<file path="src/rtl/sseg_bcd_counter.sv">
// sseg_bcd_counter
//   Four-digit BCD up/down counter with a run/hold/idle control FSM, a
//   prescaler that sets the step rate, and registered seven-segment patterns
//   for a display multiplexer.
//
// Parameters
//   TICK_DIV : clk cycles per count step (>= 2)
//   BLANK_LZ : 1 blanks leading zeros; the units digit is always shown
//
// Ports
//   clk        : single clock, all state on the rising edge
//   rst        : synchronous active-high reset, overrides every other input
//   start_stop : one-cycle pulse, IDLE->RUN, RUN->HOLD, HOLD->RUN
//   clear      : one-cycle pulse, zeroes the count and returns to IDLE
//   up_dn      : 1 counts up, 0 counts down, sampled at each step
//   ssegValues : {thousands, hundreds, tens, units} active-low {g..a} patterns,
//                one cycle behind bcd
//   bcd        : {thousands, hundreds, tens, units} raw digits
//   running    : high while the FSM is in RUN
//   wrap       : one-cycle pulse after 9999->0000 or 0000->9999
module sseg_bcd_counter #(
  parameter int TICK_DIV = 1000000,
  parameter bit BLANK_LZ = 1'b1
) (
  input  logic        clk,
  input  logic        rst,
  input  logic        start_stop,
  input  logic        clear,
  input  logic        up_dn,
  output logic [27:0] ssegValues,
  output logic [15:0] bcd,
  output logic        running,
  output logic        wrap
);

  localparam int PW = (TICK_DIV > 2) ? $clog2(TICK_DIV) : 1;
  localparam logic [PW-1:0] PMAX = PW'(TICK_DIV - 1);

  typedef enum logic [1:0] {IDLE, RUN, HOLD} state_t;

  state_t        state_q, state_d;
  logic [PW-1:0] presc_q, presc_d;
  logic [15:0]   bcd_q, bcd_d;
  logic          wrap_q, wrap_d;
  logic          running_q, running_d;
  logic [27:0]   sseg_q;
  logic [16:0]   stepRes;

  // Ripple a +1 or -1 through the four digits; bit 16 is the carry/borrow
  // out of the thousands digit, i.e. the wrap condition.
  function automatic logic [16:0] bcdStep(input logic [15:0] v, input logic up);
    logic [15:0] r;
    logic        c;
    logic [3:0]  d;
    r = v;
    c = 1'b1;
    for (int i = 0; i < 4; i++) begin
      d = v[4*i +: 4];
      if (c) begin
        if (up) begin
          if (d == 4'd9) begin
            r[4*i +: 4] = 4'd0;
          end else begin
            r[4*i +: 4] = d + 4'd1;
            c = 1'b0;
          end
        end else begin
          if (d == 4'd0) begin
            r[4*i +: 4] = 4'd9;
          end else begin
            r[4*i +: 4] = d - 4'd1;
            c = 1'b0;
          end
        end
      end
    end
    return {c, r};
  endfunction

  function automatic logic [6:0] segOf(input logic [3:0] d);
    logic [6:0] s;
    case (d)
      4'd0:    s = 7'b1000000;
      4'd1:    s = 7'b1111001;
      4'd2:    s = 7'b0100100;
      4'd3:    s = 7'b0110000;
      4'd4:    s = 7'b0011001;
      4'd5:    s = 7'b0010010;
      4'd6:    s = 7'b0000010;
      4'd7:    s = 7'b1111000;
      4'd8:    s = 7'b0000000;
      4'd9:    s = 7'b0010000;
      default: s = 7'b1111111;
    endcase
    return s;
  endfunction

  // A digit is blanked only while it and every digit to its left are zero.
  function automatic logic [27:0] encode(input logic [15:0] v);
    logic bl3, bl2, bl1;
    bl3 = BLANK_LZ && (v[15:12] == 4'd0);
    bl2 = bl3 && (v[11:8] == 4'd0);
    bl1 = bl2 && (v[7:4] == 4'd0);
    return {bl3 ? 7'h7F : segOf(v[15:12]),
            bl2 ? 7'h7F : segOf(v[11:8]),
            bl1 ? 7'h7F : segOf(v[7:4]),
            segOf(v[3:0])};
  endfunction

  assign stepRes = bcdStep(bcd_q, up_dn);

  // Next-state logic. A step in RUN completes even when start_stop arrives in
  // the same cycle; clear is applied last so it wins over both.
  always_comb begin
    state_d = state_q;
    presc_d = presc_q;
    bcd_d   = bcd_q;
    wrap_d  = 1'b0;
    case (state_q)
      IDLE: begin
        presc_d = '0;
        if (start_stop) state_d = RUN;
      end
      RUN: begin
        if (presc_q == PMAX) begin
          presc_d = '0;
          bcd_d   = stepRes[15:0];
          wrap_d  = stepRes[16];
        end else begin
          presc_d = presc_q + PW'(1);
        end
        if (start_stop) state_d = HOLD;
      end
      HOLD: begin
        if (start_stop) state_d = RUN;
      end
      default: begin
        state_d = IDLE;
        presc_d = '0;
      end
    endcase
    if (clear) begin
      state_d = IDLE;
      presc_d = '0;
      bcd_d   = '0;
      wrap_d  = 1'b0;
    end
    running_d = (state_d == RUN);
  end

  // State registers; the segment register encodes the current bcd_q, which
  // is what gives ssegValues its one-cycle lag behind bcd.
  always_ff @(posedge clk) begin
    if (rst) begin
      state_q   <= IDLE;
      presc_q   <= '0;
      bcd_q     <= '0;
      wrap_q    <= 1'b0;
      running_q <= 1'b0;
      sseg_q    <= encode(16'h0000);
    end else begin
      state_q   <= state_d;
      presc_q   <= presc_d;
      bcd_q     <= bcd_d;
      wrap_q    <= wrap_d;
      running_q <= running_d;
      sseg_q    <= encode(bcd_q);
    end
  end

  assign ssegValues = sseg_q;
  assign bcd        = bcd_q;
  assign running    = running_q;
  assign wrap       = wrap_q;

endmodule

</file>
<file path="config.mk">
export PLATFORM = sky130hd
export DESIGN_NAME = sseg_bcd_counter
export DESIGN_NICKNAME = d
export VERILOG_FILES = /design/src/rtl/sseg_bcd_counter.sv
export SDC_FILE = /design/constraint.sdc
export NUM_CORES = 1
export LEC_CHECK = 0
export ABC_AREA = 0
export BUFFER_PORTS_ARGS = -buffer_cell sky130_fd_sc_hd__buf_4
export CELL_PAD_IN_SITES_DETAIL_PLACEMENT = 1
export CELL_PAD_IN_SITES_GLOBAL_PLACEMENT = 1
export CORE_MARGIN = 5
export CORE_UTILIZATION = 46
export CTS_CLUSTER_DIAMETER = 60
export DETAILED_ROUTE_END_ITERATION = 16
export PLACE_DENSITY_LB_ADDON = 0.1
export REMOVE_ABC_BUFFERS = 1
export SYNTH_ARGS = -nofsm -noshare
export SYNTH_HDL_FRONTEND = slang
export SYNTH_SLANG_ARGS = --single-unit
</file>
<file path="constraint.sdc">
create_clock -name clk -period 5 [get_ports clk]
set_input_delay 0.25 -clock clk [delete_from_list [all_inputs] [get_ports clk]]
set_output_delay 0.25 -clock clk [all_outputs]
set_load 0.1 [all_outputs]
</file>
==> metrics.cfg, run 1 <==
[logic_synthesis]
synthAdderAreaFrac_pct = 6.84
synth_top_family_by_area = simple AND/OR/NAND/NOR gates
synth_cells = 477
netlist_area_mm2 = 0.00384
synth_flop_cell = dfxtp_1
yosysWarnings = 0
synthXorXnorAreaFrac_pct = 2.05
yosysSeqAreaShare_pct = 35.4
synth_simple_gate_area_share_pct = 26.8
synthMuxAreaShare_pct = 1.89
syn_area_per_cell_um2 = 8.05
synth_enable_flop_cells = 0
synth.distinct_cells = 66
ys_seq_elements = 68
synth_compound_area_share_pct = 21.9
ys_async_sr_fraction_pct = 0

[worst_setup_path]
critical_path_arrival_ns = 2.66
r2r_start = bcd[4]
worstPathMaxFanout = 9
cp-start-kind = register
critPathRequiredTime_ns = 5.26
setup.worst_path.class = reg -> reg
ff2ff_path_depth = 7
r2r_slack_ns = 2.60
worstSetupEndpointType = register
rr_endpoint = bcd[15]

[layout]
nNetsFinal = 536
layout_commonest_cell = dfxtp_1
layout_common_cells = dfxtp_1 (68), nand2_1 (50), buf_4 (50)
utilization_pct = 54.6
area_growth_pct = 16.2
antenna_cells = 0
drive_gt1_share_pct = 15.0

[worst_hold_path]
holdPathStages = 2
min_to = ssegValues[4]
min_from = rst
hold_path.class = in -> reg

[timing]
rsz0062_at_grt = no
fin_tns_setup_ns = 0
period_minus_slack_ns = 2.40
finalMaxSlewViolations = 0
tightest_slew_ns = 1.11
max_slew_margin_pct = 25.7
finalSetupViolations = 0
fmax_mhz = 416
min_period_over_period_pct = 48.0
fin_skew_ns = 0.00701
hold_viol = 0

[routing]
first_pass_iters = 4
routed_wl_um = 10100
viasPerCell = 5.78
drc_errors = 0
post_drt_wl_per_cell_um = 16.4
drtIter0Drc = 83
via_count = 3586
drtAntennaViolNets = 0

[cts]
clkTransAtPathRegs_ns = 0.08
cts_hold_buf = 0
post_cts_buffers = 0
cts_inserted_buffers = 9
cts.htree.levels = 3
ctsResizeCount = 0
clockBufferDepth = 2
cts_root_buf = clkbuf_8
cts_tree = built
cts_sinks = 68
clkLatencyLatePin_ns = 0.34

[floorplanning]
die_y_um = 101
dieArea_mm2 = 0.0103
ioPinCount = 51
placementRows = 33
start_util_pct = 47.0
die_width_um = 101
core_area_mm2 = 0.00818

[power_and_ir_drop]
peakVddDrop_mv = 0.142
p_per_area_mw_per_mm2 = 249
p_leak_uw = 0.00159

[global_route]
grt_pass1_vias = 3622
grt_overflow_total = 0
grt_pass1_wl_um = 17600
grt_usage_pct = 20.8
grt_antenna_before_repair = 0
grt_max_degree = 46

[place]
io_buffers = 50
gp_congestion = 0.840
place_hpwl_um = 7120

[job]
drv_cap = 0

[status]
outcome = complete, no violations

==> critical path, cell delays in order (launching register included) <==
cell and delay (ns):
dfxtp_1 0.41, inv_1 0.16, ha_1 0.37, nor4b_1 0.35, o2bb2ai_1 0.23, nor4b_2 0.42, o2111ai_1 0.20, a21oi_1 0.18
==> registers in the layout (all words and copies together) (netlist names) <==
signal      count
presc_q        20
running         1
ssegValues     28
wrap            1
state_q         2
bcd            16
==> layout make-up <==
cell class | count | area, um2
clock buffers | 12 | 165
multi-input cells | 361 | 2280
repair buffers | 50 | 375
flip-flops and latches | 68 | 1360
well taps | 105 | 131
inverters | 20 | 75.1
fillers | 1014 | 3710
clock inverters | 4 | 70.1
==> kinds of logic after synthesis <==
| logic type | Yosys count |
|---|---|
| AOI/OAI and AO/OA | 135 |
| xor gates and xnor gates | 9 |
| adders and majority gates | 21 |
| buffers and inverters | 48 |
| DFF | 68 |
| muxes | 7 |
| and+or+nand+nor | 189 |
==> stage by stage <==
stage	power, uW	std cells	hold slack, ns	instance area (um2)	setup slack, ns
global placement	587	604	0.464	4230	2.63
finish	1110	620	0.193	4460	2.60
global route	1150	620	0.188	4460	2.36
CTS	1120	620	0.180	4460	2.57
floorplan	574	449	0.319	3720	2.28
detailed placement	588	604	0.495	4230	2.50
==> metal layers <==
layer	vias to the layer above	GRT usage [%]	share of wire [%]
met2	45	35.7	49
li1	1789	-	-
met3	11	2.62	2.8
met1	1741	27.3	47
met4	0	6.34	1.0
met5	-	0	0
==> how the worst max path moves through the flow <==
stage | startpoint | endpoint | slack (ns) | cells past startpoint
3_5_place_dp | rst | presc_q[9] | 2.50 | 6
3_3_place_gp | bcd[4] | bcd[15] | 2.63 | 7
6_report | bcd[4] | bcd[15] | 2.60 | 7
2_1_floorplan | bcd[0] | bcd[7] | 2.28 | 7
5_1_grt | presc_q[0] | presc_q[15] | 2.36 | 5
4_1_cts | presc_q[0] | presc_q[15] | 2.57 | 5
==> power by group <==
part	leakage, uW	total (uW)	internal, uW	switching [uW]
Combinational	0.000917	32.4	9.71	22.7
Sequential	0.000549	543	542	0.782
Clock	0.000122	534	320	214
Total	0.00159	1110	872	237
==> synthesized netlist by cell type (6+ instances only) <==
cell | count | area, um2
a21oi_1 | 35 | 175
a211oi_1 | 10 | 75.1
dfxtp_1 | 68 | 1360
nor2b_1 | 10 | 62.6
a31oi_1 | 6 | 37.5
xnor2_1 | 6 | 52.6
nand3_1 | 19 | 95.1
o21ai_0 | 41 | 205
nor2_1 | 36 | 135
ha_1 | 21 | 263
and3_1 | 8 | 50.1
inv_1 | 19 | 71.3
clkbuf_1 | 19 | 71.3
nor3_1 | 10 | 50.1
nand4_1 | 10 | 62.6
o211ai_1 | 8 | 60.1
nand2_1 | 50 | 188
No activity file was read; power rests on OpenSTA's default activity.
==> run 2, diff against run 1 <==
--- a/config.mk
+++ b/config.mk
@@ -10,7 +10,7 @@
 export CELL_PAD_IN_SITES_DETAIL_PLACEMENT = 1
 export CELL_PAD_IN_SITES_GLOBAL_PLACEMENT = 1
 export CORE_MARGIN = 5
-export CORE_UTILIZATION = 46
+export CORE_UTILIZATION = 39
 export CTS_CLUSTER_DIAMETER = 60
 export DETAILED_ROUTE_END_ITERATION = 16
 export PLACE_DENSITY_LB_ADDON = 0.1
==> constraint.sdc (replaced) <==
create_clock -name clk -period 2.2 [get_ports clk]
set_input_delay 0.11 -clock clk [delete_from_list [all_inputs] [get_ports clk]]
set_output_delay 0.11 -clock clk [all_outputs]
set_load 0.1 [all_outputs]
==> run 2 against run 1 <==
Compared with the run above:
- first-iteration DRC count is 3.6% higher
- critical path type unchanged
- flip-flop and latch count did not move
- largest power group unchanged
- cell area grew 4.4%
- cell count is 8.5% higher
- setup slack worse by 2.4 ns
- utilization fell by 6.5 points
- non-clock buffer count is 26 higher
- die area up 16%
- total power is 100% higher
- global-route usage down 2.1 points
- register-to-register slack worse by 2.4 ns
- clock power grew 78%
==> metrics.cfg, run 2 (same netlist as run 1, synthesis figures left out) <==
[worst_hold_path]
hold_path.class = in -> reg  ; unchanged
min_to = bcd[11]  ; was ssegValues[4]
holdPathStages = 3  ; was 2
min_from = clear  ; was rst

[layout]
fillerInstances = 1213  ; was 1014
layout_common_cells = buf_4 (76), dfxtp_1 (67), nand2_1 (50)  ; was dfxtp_1 (68), nand2_1 (50), buf_4 (50)
area_growth_pct = 21.2  ; was 16.2%
largest_reg_flops = 28  ; unchanged
layout_commonest_cell = buf_4  ; was dfxtp_1
nNetsFinal = 562  ; was 536
drive_gt1_share_pct = 19.3  ; was 15.0%
antenna_cells = 0  ; unchanged

[place]
gp_congestion = 0.802  ; was 0.840
io_buffers = 50  ; unchanged
place_hpwl_um = 7700  ; was 7120 um
place_ws_ns = -0.161  ; was 2.50 ns

[worst_setup_path]
worstPathMaxFanout = 9  ; unchanged
cpMaxStageDelayCell = dfxtp_2  ; was nor4b_2
ff2ff_path_depth = 8  ; was 7
path_cells = inv_1 > ha_1 > nor3b_4 > buf_4 > and2_1 > a21oi_1 > and2_1 > o21ai_0  ; was inv_1 > ha_1 > nor4b_1 > o2bb2ai_1 > nor4b_2 > o2111ai_1 > a21oi_1
r2r_slack_ns = 0.21  ; was 2.60 ns
setup.worst_path.class = reg -> reg  ; unchanged
crit_start = bcd[8]  ; was bcd[4]
critPathRequiredTime_ns = 2.42  ; was 5.26 ns
cp-start-kind = register  ; unchanged
r2r_start = bcd[8]  ; was bcd[4]
cp_common_cell = and2_1
rr_endpoint = ssegValues[12]  ; was bcd[15]
worstSetupEndpointType = register  ; unchanged
critical_path_arrival_ns = 2.21  ; was 2.66 ns
slowest_delay_ns = 0.42  ; about the same

[timing]
tightest_slew_ns = 0.589  ; was 1.11 ns
setup_slack_ns = 0.208  ; was 2.60 ns
rsz0062_at_grt = no  ; unchanged
finalSetupViolations = 0  ; unchanged
max_slew_margin_pct = 60.5  ; was 25.7%
hold_viol = 0  ; unchanged
finalMaxSlewViolations = 0  ; unchanged
period_minus_slack_ns = 1.99  ; was 2.40 ns
fin_skew_ns = 0.00526  ; was 0.00701 ns
fmax_mhz = 502  ; was 416 MHz
min_period_over_period_pct = 90.5  ; was 48.0%
timing.hold.ws_ns = 0.0430  ; was 0.193 ns

[floorplanning]
die_width_um = 109  ; was 101 um
die_y_um = 109  ; was 101 um
core_area_mm2 = 0.00968  ; was 0.00818 mm2
placementRows = 36  ; was 33
ioPinCount = 51  ; unchanged
dieArea_mm2 = 0.0119  ; was 0.0103 mm2
start_util_pct = 39.7  ; was 47.0%

[status]
outcome = complete, no violations  ; unchanged

[routing]
via_count = 3627  ; was 3586
post_drt_wl_per_cell_um = 16.0  ; was 16.4 um
drtIter0Drc = 86  ; was 83
routed_wl_um = 10800  ; was 10100 um
first_pass_iters = 4  ; unchanged
drtAntennaViolNets = 0  ; unchanged
drc_errors = 0  ; unchanged
viasPerCell = 5.39  ; was 5.78

[power_and_ir_drop]
pwr-share-clk_pct = 41.9  ; was 48.2%
peakVddDrop_mv = 0.218  ; was 0.142 mV
pwr-share-comb_pct = 3.6  ; was 2.9%
p_leak_uw = 0.00171  ; was 0.00159 uW
pwr-share-seq_pct = 54.5  ; was 48.9%
p_int_uw = 1720  ; was 872 uW
power_switching_uw = 542  ; was 237 uW
swShare_pct = 24.0  ; was 21.4%
p_per_area_mw_per_mm2 = 486  ; was 249 mW/mm2

[global_route]
grt_usage_pct = 18.7  ; was 20.8%
grt_overflow_total = 0  ; unchanged
grt_antenna_before_repair = 0  ; unchanged
grt_pass1_wl_um = 17900  ; was 17600 um
grt_max_degree = 26  ; was 46
grt_pass1_vias = 3558  ; was 3622

[cts]
clkLatencyLatePin_ns = 0.35  ; was 0.34 ns
cts_hold_buf = 0  ; unchanged
cts_tree = built  ; unchanged
cts_inserted_buffers = 9  ; unchanged
cts.htree.levels = 3  ; unchanged
cts_root_buf = clkbuf_8  ; unchanged
clockBufferDepth = 2  ; unchanged
cts_sinks = 68  ; unchanged
clkTransAtPathRegs_ns = 0.07  ; was 0.08 ns

[job]
drv_cap = 0  ; unchanged

run 2: final cells by class:
type                            instances  area [um2]  area share, %
Inverter                               20        75.1           1.61
Clock buffer                           13         159           3.41
Multi-Input combinational cell        361        2310           49.7
Clock inverter                          2        10.0          0.215
Sequential cell                        68        1360           29.3
Timing Repair Buffer                   76         571           12.3
Tap cell                              133         166           3.57
run 2: power groups by stage:
stage	combinational [uW]	clock, uW	sequential (uW)
global placement	79.3	0	1260
global route	89.8	1020	1230
finish	81.5	948	1230
CTS	81.3	974	1230
floorplan	34.5	0	1270
detailed placement	80.7	0	1260
run 2: stage by stage:
stage	util (%)	std cells	area, um2	setup TNS (ns)	total power (uW)
after CTS	47.9	673	4640	0	2290
after floorplan	-	449	3720	-9.48	1300
after detailed placement	45.9	657	4450	-0.256	1340
after global placement	45.9	657	4450	-0.0691	1340
final	48.1	673	4660	0	2260
after global routing	48.1	673	4660	0	2350
run 2: how the worst max path moves through the flow:
stage,endpoint,slack [ns],depth (start not counted)
floorplan,bcd[7],-0.52,7
global placement,bcd[15],-0.06,7
detailed placement,bcd[15],-0.16,7
CTS,presc_q[12],0.005,6
global route,bcd[15],0.008,7
finish,ssegValues[12],0.21,8
run 2: worst max-delay path, delay by kind of cell (launching register included):
kind,cells,cell delay [ns]
compound gates,2,0.32
fa+ha+maj,1,0.28
buf+inv,2,0.28
flops,1,0.42
simple gates,3,0.56
run 2: timing repair:
item / in CTS / in global routing
setup buffers: 1 / 0
gates resized for setup: 2 / 4
setup endpoints to repair: 3 / 25
pin swaps: 0 / 0
run 2: layer usage:
metal,track usage (%),part of all wire (%)
met1,23.8,48
met2,32.0,47
met3,4.03,3.2
met4,4.63,0.96
met5,0,0
==> run 3, diff against run 2 <==
--- a/config.mk
+++ b/config.mk
@@ -10,10 +10,10 @@
 export CELL_PAD_IN_SITES_DETAIL_PLACEMENT = 1
 export CELL_PAD_IN_SITES_GLOBAL_PLACEMENT = 1
 export CORE_MARGIN = 5
-export CORE_UTILIZATION = 39
+export CORE_UTILIZATION = 35
 export CTS_CLUSTER_DIAMETER = 60
 export DETAILED_ROUTE_END_ITERATION = 16
-export PLACE_DENSITY_LB_ADDON = 0.1
+export PLACE_DENSITY = 0.71
 export REMOVE_ABC_BUFFERS = 1
 export SYNTH_ARGS = -nofsm -noshare
 export SYNTH_HDL_FRONTEND = slang
==> run 3 against run 2 <==
Compared with the run above:
- combinational power is 2% higher
- critical endpoint is now bcd[8]
- first-iteration DRC count is 41% higher
- clock skew is 0.0097 ns higher
- sequential power hardly changed
- clock power is 3.6% lower
- sequential share of layout area is 0.074 points lower
- critical path type unchanged
- critical path depth is 1 lower
- via count is 1.9% higher
- highest routed layer unchanged
==> metrics.cfg, run 3 (same netlist as run 1, synthesis figures left out) <==
[status]
outcome = complete, no violations  ; unchanged

[power_and_ir_drop]
swShare_pct = 24.5  ; was 24.0%
p_per_area_mw_per_mm2 = 478  ; was 486 mW/mm2
pwr-share-clk_pct = 41.0  ; was 41.9%
p_leak_uw = 0.00170  ; was 0.00171 uW
pwr-share-seq_pct = 55.3  ; was 54.5%
peakVddDrop_mv = 0.225  ; was 0.218 mV
p_int_uw = 1690  ; was 1720 uW
pwr-share-comb_pct = 3.7  ; was 3.6%
power_switching_uw = 546  ; was 542 uW

[global_route]
grt_max_degree = 26  ; unchanged
grt_overflow_total = 0  ; unchanged
grt_pass1_vias = 3631  ; was 3558
grt_pass1_wl_um = 17700  ; was 17900 um
grt_usage_pct = 16.3  ; was 18.7%
grt_antenna_before_repair = 0  ; unchanged

[timing]
timing.hold.ws_ns = 0.0762  ; was 0.0430 ns
fin_skew_ns = 0.0150  ; was 0.00526 ns
hold_viol = 0  ; unchanged
min_period_over_period_pct = 93.4  ; was 90.5%
rsz0062_at_grt = no  ; unchanged
max_slew_margin_pct = 62.1  ; was 60.5%
finalSetupViolations = 0  ; unchanged
fmax_mhz = 487  ; was 502 MHz
finalMaxSlewViolations = 0  ; unchanged
tightest_slew_ns = 0.565  ; was 0.589 ns
period_minus_slack_ns = 2.05  ; was 1.99 ns

[layout]
instances_no_fill = 681  ; was 673
area_growth_pct = 21.4  ; was 21.2%
utilization_pct = 43.2  ; was 48.1%
nNetsFinal = 564  ; was 562
antenna_cells = 0  ; unchanged
drive_gt1_share_pct = 19.2  ; was 19.3%
largest_reg_flops = 28  ; unchanged
layout_common_cells = buf_4 (78), dfxtp_1 (68), nand2_1 (50)  ; was buf_4 (76), dfxtp_1 (67), nand2_1 (50)
layout_commonest_cell = buf_4  ; unchanged

[floorplanning]
die_y_um = 115  ; was 109 um
start_util_pct = 35.6  ; was 39.7%
ioPinCount = 51  ; unchanged
core_area_mm2 = 0.0108  ; was 0.00968 mm2
placementRows = 38  ; was 36
die_width_um = 115  ; was 109 um
dieArea_mm2 = 0.0132  ; was 0.0119 mm2

[cts]
cts_sinks = 68  ; unchanged
clkTransAtPathRegs_ns = 0.08  ; was 0.07 ns
cts_hold_buf = 0  ; unchanged
post_cts_buffers = 0  ; was 1
cts_tree = built  ; unchanged
clkLatencyLatePin_ns = 0.34  ; was 0.35 ns
clockBufferDepth = 2  ; unchanged
cts.htree.levels = 3  ; unchanged
cts_root_buf = clkbuf_8  ; unchanged
cts_inserted_buffers = 9  ; unchanged

[worst_setup_path]
setup.worst_path.class = reg -> reg  ; unchanged
r2r_slack_ns = 0.15  ; was 0.21 ns
critPathRequiredTime_ns = 2.46  ; was 2.42 ns
cp-start-kind = register  ; unchanged
critical_path_arrival_ns = 2.32  ; was 2.21 ns
worstSetupEndpointType = register  ; unchanged
worstPathMaxFanout = 7  ; was 9

[place]
place_hpwl_um = 7870  ; was 7700 um
numPlacedInstances = 667  ; was 657
io_buffers = 50  ; unchanged
gp_congestion = 0.853  ; was 0.802

[routing]
viasPerCell = 5.43  ; was 5.39
routed_wl_um = 10700  ; was 10800 um
post_drt_wl_per_cell_um = 15.7  ; was 16.0 um
drc_errors = 0  ; unchanged
drtAntennaViolNets = 0  ; unchanged
first_pass_iters = 4  ; unchanged
via_count = 3696  ; was 3627
drtIter0Drc = 121  ; was 86

[job]
drv_cap = 0  ; unchanged

[worst_hold_path]
hold_path.class = in -> reg  ; unchanged

[run 3: metal layers]
layer	global-route usage, %	wire [um]	vias to the layer above
met5	0	0	-
met4	4.62	107	0
met3	2.68	350	9
met2	27.2	5090	49
met1	21.7	5130	1795
li1	-	-	1843
[run 3: repair_timing]
item / CTS / global route
endpoints found under the setup margin: 2 / 13
resized for setup: 1 / 2
pin swaps: 0 / 0
[run 3: metrics by stage]
step	setup WS [ns]	total power (uW)	TNS, ns	cell area [um2]
after floorplan	-0.525	1300	-9.48	3720
after global placement	0.0886	1340	0	4480
after detailed placement	-0.0117	1350	-0.0117	4480
after CTS	0.0526	2260	0	4650
after global routing	0.0206	2320	0	4660
final	0.145	2230	0	4660
[run 3: worst max-delay path, cell delays in order (launching register included)]
cell	delay (ns)
dfxtp_1	0.33
inv_1	0.13
ha_1	0.20
nor3b_1	0.32
o21a_1	0.31
nand4_2	0.23
a211o_1	0.33
a21oi_1	0.13
[run 3: power groups by stage]
| stage | logic, uW | clock network (uW) | registers, uW |
|---|---|---|---|
| 2_1_floorplan | 34.5 | 0 | 1270 |
| 3_3_place_gp | 81.5 | 0 | 1260 |
| 3_5_place_dp | 83.2 | 0 | 1260 |
| 4_1_cts | 83.5 | 942 | 1230 |
| 5_1_grt | 91.3 | 999 | 1230 |
| 6_report | 83.4 | 914 | 1230 |
[run 3: final timing paths]
path | to | depth (start not counted) | start
setup / recovery | bcd[8] | 7 | bcd[0]
hold / removal | bcd[11] | 3 | clear
setup reg to reg | bcd[8] | 7 | bcd[0]
hold reg to reg | bcd[15] | 2 | bcd[15]
[run 3: cell type report]
cell class                      count  area [um2]
Fill cell                        1309        6130
Multi-Input combinational cell    361        2300
Sequential cell                    68        1360
Timing Repair Buffer               78         586
Tap cell                          140         175
Clock buffer                       10         138
Inverter                           20        75.1
Clock inverter                      4        27.5
